===== src/rtl/yarp_pkg.sv =====
// rtl/yarp_pkg.sv - shared types for the data memory path
// Purpose: access-size encoding, arbiter FSM states and requester ids.
// Ports: none (package).
package yarp_pkg;

  typedef enum logic [1:0] {
    BYTE      = 2'b00,
    HALF_WORD = 2'b01,
    WORD      = 2'b11
  } mem_access_size_t;

  typedef enum logic [1:0] {
    IDLE     = 2'b00,
    RD_RESP  = 2'b01,
    ERR_RESP = 2'b10
  } arb_state_t;

  typedef enum logic {
    REQ_CORE = 1'b0,
    REQ_DMA  = 1'b1
  } req_id_t;

endpackage


===== src/rtl/data_mem_arbiter_rr_arb2.sv =====
// rtl/data_mem_arbiter_rr_arb2.sv - 2-input round-robin / fixed-priority picker
// Purpose: choose one of two requesters; the pointer register lives in the caller.
// Ports:
//   req_i    in  2  request vector
//   rr_ptr_i in  1  requester favoured when both request (round-robin mode only)
//   gnt_o    out 2  one-hot grant, 0 when nobody requests
//   winner_o out 1  id of the granted requester (REQ_CORE when nobody requests)
module rr_arb2
  import yarp_pkg::*;
#(
  parameter bit RR_EN = 1'b1
) (
  input  logic [1:0] req_i,
  input  req_id_t    rr_ptr_i,
  output logic [1:0] gnt_o,
  output req_id_t    winner_o
);

  always_comb begin
    winner_o = REQ_CORE;
    gnt_o    = 2'b00;
    if (req_i == 2'b11) begin
      winner_o = RR_EN ? rr_ptr_i : REQ_CORE;
    end else if (req_i[1]) begin
      winner_o = REQ_DMA;
    end
    if (|req_i) begin
      gnt_o = (winner_o == REQ_DMA) ? 2'b10 : 2'b01;
    end
  end

endmodule


===== src/rtl/data_mem_arbiter.sv =====
// rtl/data_mem_arbiter.sv - two-requester arbiter in front of the single-ported data memory
// Purpose: arbitrate core LSU (0) and DMA/debug (1), sequence 2-cycle reads, reject
//          out-of-range addresses with a one-cycle error response.
// Ports:
//   clk, reset_n                        clock, asynchronous active-low reset
//   req_i/wr_i/addr_i/wr_data_i         per-requester request, direction, address, write data
//   byte_en_i/zero_extnd_i              per-requester access size and load extension
//   gnt_o/rd_valid_o/err_o              one-hot accept / read-data-valid / error response
//   rd_data_o                           shared read data (0 unless rd_valid_o)
//   data_*_o                            memory control; data_mem_rd_data_i registered read data
module data_mem_arbiter
  import yarp_pkg::*;
#(
  parameter int MEM_ADDR_BITS = 12,
  parameter bit RR_EN         = 1'b1
) (
  input  logic            clk,
  input  logic            reset_n,
  input  logic [1:0]      req_i,
  input  logic [1:0]      wr_i,
  input  logic [1:0][31:0] addr_i,
  input  logic [1:0][31:0] wr_data_i,
  input  logic [1:0][1:0] byte_en_i,
  input  logic [1:0]      zero_extnd_i,
  output logic [1:0]      gnt_o,
  output logic [1:0]      rd_valid_o,
  output logic [31:0]     rd_data_o,
  output logic [1:0]      err_o,
  output logic            data_req_o,
  output logic            data_wr_o,
  output logic [31:0]     data_addr_o,
  output logic [31:0]     data_wr_data_o,
  output logic [1:0]      data_byte_en_o,
  output logic            data_zero_extnd_o,
  input  logic [31:0]     data_mem_rd_data_i
);

  arb_state_t r_state;
  arb_state_t w_next_state;
  req_id_t    r_rr_ptr;
  logic       r_owner;
  logic [1:0] r_byte_en;
  logic       r_zero_extnd;

  logic [1:0] w_arb_gnt;
  req_id_t    w_winner;
  logic       w_win_idx;
  logic       w_in_range;
  logic       w_grant_en;

  rr_arb2 #(.RR_EN(RR_EN)) u_rr_arb2 (
    .req_i    (req_i),
    .rr_ptr_i (r_rr_ptr),
    .gnt_o    (w_arb_gnt),
    .winner_o (w_winner)
  );

  assign w_win_idx  = (w_winner == REQ_DMA);
  assign w_in_range = (addr_i[w_win_idx][31:MEM_ADDR_BITS] == '0);
  // reset_n gates the grant so every output is 0 while reset is held.
  assign w_grant_en = reset_n && (r_state == IDLE) && (|req_i);

  always_ff @(posedge clk or negedge reset_n) begin
    if (!reset_n) begin
      r_state      <= IDLE;
      r_rr_ptr     <= REQ_CORE;
      r_owner      <= 1'b0;
      r_byte_en    <= 2'b00;
      r_zero_extnd <= 1'b0;
    end else begin
      r_state <= w_next_state;
      if (w_grant_en) begin
        r_rr_ptr     <= (w_winner == REQ_CORE) ? REQ_DMA : REQ_CORE;
        r_owner      <= w_win_idx;
        r_byte_en    <= byte_en_i[w_win_idx];
        r_zero_extnd <= zero_extnd_i[w_win_idx];
      end
    end
  end

  always_comb begin
    w_next_state      = r_state;
    gnt_o             = 2'b00;
    rd_valid_o        = 2'b00;
    rd_data_o         = 32'h0;
    err_o             = 2'b00;
    data_req_o        = 1'b0;
    data_wr_o         = 1'b0;
    data_addr_o       = 32'h0;
    data_wr_data_o    = 32'h0;
    data_byte_en_o    = 2'b00;
    data_zero_extnd_o = 1'b0;
    case (r_state)
      IDLE: begin
        if (w_grant_en) begin
          gnt_o = w_arb_gnt;
          if (w_in_range) begin
            data_req_o        = 1'b1;
            data_wr_o         = wr_i[w_win_idx];
            data_addr_o       = addr_i[w_win_idx];
            data_wr_data_o    = wr_data_i[w_win_idx];
            data_byte_en_o    = byte_en_i[w_win_idx];
            data_zero_extnd_o = zero_extnd_i[w_win_idx];
            if (!wr_i[w_win_idx]) begin
              w_next_state = RD_RESP;
            end
          end else begin
            // Out-of-range: memory is not touched, answer with an error next cycle.
            w_next_state = ERR_RESP;
          end
        end
      end
      RD_RESP: begin
        // Memory extends its registered word combinationally, so size/extension
        // must still be presented during the data cycle.
        data_byte_en_o      = r_byte_en;
        data_zero_extnd_o   = r_zero_extnd;
        rd_data_o           = data_mem_rd_data_i;
        rd_valid_o[r_owner] = 1'b1;
        w_next_state        = IDLE;
      end
      ERR_RESP: begin
        err_o[r_owner] = 1'b1;
        w_next_state   = IDLE;
      end
      default: begin
        w_next_state = IDLE;
      end
    endcase
  end

endmodule

===== config.mk =====
export PLATFORM = sky130hd
export DESIGN_NAME = data_mem_arbiter
export DESIGN_NICKNAME = d
export VERILOG_FILES = /design/src/rtl/yarp_pkg.sv /design/src/rtl/data_mem_arbiter_rr_arb2.sv /design/src/rtl/data_mem_arbiter.sv
export SDC_FILE = /design/constraint.sdc
export NUM_CORES = 1
export LEC_CHECK = 0
export CAP_MARGIN = 20
export CORE_AREA = 2 2 109 111
export CTS_CLUSTER_DIAMETER = 200
export DETAILED_ROUTE_END_ITERATION = 16
export DIE_AREA = 0 0 111 113
export GPL_ROUTABILITY_DRIVEN = 0
export MAX_ROUTING_LAYER = met4
export PLACE_DENSITY = 0.67
export SLEW_MARGIN = 20
export SYNTH_ARGS = -nofsm -noshare
export SYNTH_HDL_FRONTEND = slang
export SYNTH_SLANG_ARGS = --single-unit

===== constraint.sdc =====
create_clock -name clk -period 2 [get_ports clk]
set_clock_uncertainty 0.15 [all_clocks]
set_input_delay 0.5 -clock clk [delete_from_list [all_inputs] [get_ports clk]]
set_output_delay 0.5 -clock clk [all_outputs]
set_load 0.01 [all_outputs]

==> impl_metrics.tcl <==
set metrics [dict create \
    post-route-period-util 1.31 \
    peakVddDrop_v 0.000262 \
    fp-row-count 39 \
    required_ns 1.35 \
    fill_cells 1083 \
    drcViolationCount 0 \
    pwr-share-clk 0.277 \
    multi_input_area_mm2 0.00172 \
    drive_gt1_frac 0.498 \
    antenna_found_initial 0 \
    switchingPower_mw 0.375 \
    drt_iter0_markers 72 \
    timing.rr.start "r_rr_ptr$_DFFE_PN0P_" \
    regArea_um2 175 \
    rsz0062_at_grt "yes" \
    ys_ff_latch 7 \
    internal_power_mw 0.844 \
    ant_nets 0 \
    grt_pass1_vias 3131 \
    power_density_mw_per_mm2 225 \
    avgViaCountPerCell 4.08 \
    yosysWarningCount 0 \
    clockBufferDepth 2 \
    stdcell_area_mm2 0.00541 \
    grt_max_degree 34 \
    hpwlAfterDp_um 7460 \
    worstPathMaxFanout 8 \
    routedWlPerCell_um 14.4 \
    syn2layout_area_growth_pct 244 \
    rrSetupSlack_ns 0.13 \
    timing.max_cap.violations 0 \
    violations "setup timing" \
    synthCells 269 \
    diodes 0 \
    clk_latency_ns 0.23 \
    clk_pin_slew_worst_paths_ns 0.04 \
    comb_power_share 0.579 \
    dr_total_vias 2951 \
    critPathKind "in -> out" \
    synth_area_mm2 0.00157 \
    dieWidth_um 111 \
    boundaryPins 279 \
    ys_types 26 \
    final_cells 723 \
    track_usage 0.163 \
    reg2reg_to "r_state[0]$_DFFE_PN0P_" \
    p_leak_nw 2.43 \
    switching_share 0.308 \
    wl_um 10400 \
    startpoint_type "input pin" \
    seq_power_share 0.144 \
    end_kind "primary output" \
    grt_pass1_wl_um 16000 \
    layout_setup_ws_ns -0.613 \
    dieArea_mm2 0.0125 \
    rr_worst_depth 7 \
    critPathArrivalTime_ns 1.96 \
    overflow 0 \
    placed_area_mm2 0.00462 \
    nNetsFinal 753 \
    drv_slew 0 \
    cts_tree "done" \
    outcome "finished with violations" \
    max_freq_mhz 383 \
    drt_first_pass_iters 4 \
    fin_crit_ns 2.61 \
    clockRootBuffer "clkbuf_16" \
    min_path_type "in -> async" \
    post-place-ws_ns -1.34 \
    core_area_mm2 0.0113 \
    syn_avg_cell_area_um2 5.85 \
    clock-sinks 7 \
    die_h_um 113 \
    cts_buffers 3 \
    h-tree-depth 1 \
    yosysSeqAreaShare 0.111 \
    initial_core_util 0.140 \
    startpoint "addr_i[21]" \
    dp_cells 671 \
    finalSetupViolCount 85 \
    finalHoldViolCount 0 \
    numPortBuffers 258 \
    finalSetupTns_ns -40.29 \
]
==> placed cells by master, fill, tap and decap left out, types with 2 or more instances in the layout <==
cell type        instances
nor2_1                   4
mux2i_1                  3
buf_12                  11
and2_1                   3
o21ai_0                  4
buf_6                   85
clkbuf_16                3
and2_4                  32
nor4_4                   3
a21oi_4                 14
a21oi_2                 30
buf_4                   19
nand3_1                  2
o21ai_2                  3
dfrtp_1                  7
clkdlybuf4s50_1        128
nor4_2                   4
clkdlybuf4s15_1          8
nor2b_1                  2
nand2_1                 94
buf_2                   58
conb_1                  20
buf_16                   6
nand3_2                  2
nor2_4                   5
dlygate4sd2_1           10
==> cell families after synthesis <==
| kind of cell | after synthesis | synth area share |
|---|---|---|
| flip-flops | 7 | 0.111 |
| multiplexers | 5 | 0.0397 |
| AO/OA/AOI/OAI | 56 | 0.201 |
| AND/OR/NAND/NOR | 158 | 0.459 |
| other | 1 | 0.00238 |
| buffers and inverters | 42 | 0.186 |
==> worst max-delay path by stage <==
| stage | slack, ns | endpoint | cells past startpoint |
|---|---|---|---|
| 2_1_floorplan | -0.18 | data_addr_o[0] | 6 |
| 3_3_place_gp | -1.31 | data_wr_data_o[10] | 8 |
| 3_5_place_dp | -1.34 | data_wr_data_o[10] | 7 |
| 4_1_cts | -0.66 | data_wr_data_o[1] | 10 |
| 5_1_grt | -0.70 | data_wr_data_o[5] | 9 |
| 6_report | -0.61 | data_wr_data_o[13] | 9 |
==> power groups by stage <==
stage	logic [mW]	clock network [mW]	registers, mW
floorplan	0.239	0	0.173
global placement	0.643	0	0.174
detailed placement	0.653	0	0.174
CTS	0.672	0.344	0.173
global route	0.761	0.353	0.178
finish	0.706	0.337	0.175
==> state kept, by name, indices dropped and copies added (netlist names) <==
name	flops
r_zero_extnd	1
r_rr_ptr	1
r_byte_en	2
r_owner	1
r_state	2
==> Yosys cell counts, drive strengths merged <==
cell type  count  area share
conb           1      0.0024
nor2          10       0.024
a21oi         45        0.14
nor4           8       0.032
nor3b          1      0.0048
nor2b          3       0.012
nor3           1      0.0032
o21ai          8       0.033
a21boi         1      0.0072
nand2         95        0.23
mux2i          5       0.040
nand3          4       0.013
a21o           1      0.0048
o211ai         1       0.014
clkbuf        10       0.049
dfrtp          7        0.11
buf           29        0.13
and3b          1      0.0056
and2          35        0.14
inv            3      0.0072
==> critical path, cell delays in order <==
cell and delay [ns]:
buf_2 0.12, nor4_4 0.27, nand3_2 0.13, mux2i_4 0.19
o211ai_4 0.16, buf_6 0.19, buf_16 0.16, a21oi_2 0.11
buf_2 0.14
==> stage by stage <==
stage,hold slack (ns),utilization,power [mW]
floorplan,0.0544,-,0.413
global placement,0.313,0.410,0.817
detailed placement,0.321,0.410,0.827
CTS,0.295,0.467,1.19
global route,0.332,0.480,1.29
finish,0.313,0.480,1.22
==> area by class of cell <==
cell class / instances / area share
tap: 143 / 0.0331
clock buffer: 4 / 0.0146
timing repair buffer: 327 / 0.600
sequential: 7 / 0.0324
inverter: 3 / 0.00255
multi-input combinational: 239 / 0.317
==> per-layer routing <==
metal,vias up,track usage,part of all wire
met5,-,-,0
met4,0,0.0300,0.010
met3,10,0.0321,0.067
met2,158,0.309,0.53
met1,1321,0.179,0.39
li1,1462,-,-
==> timing repair <==
item	4_1_cts	5_1_grt
pin swaps	45	22
endpoints found under the hold margin	0	0
setup buffers	34	15
hold buffers	0	0
gates cloned	10	0
setup endpoints to repair	91	87
gates resized for setup	587	51
No activity file was read; power rests on OpenSTA's default activity.
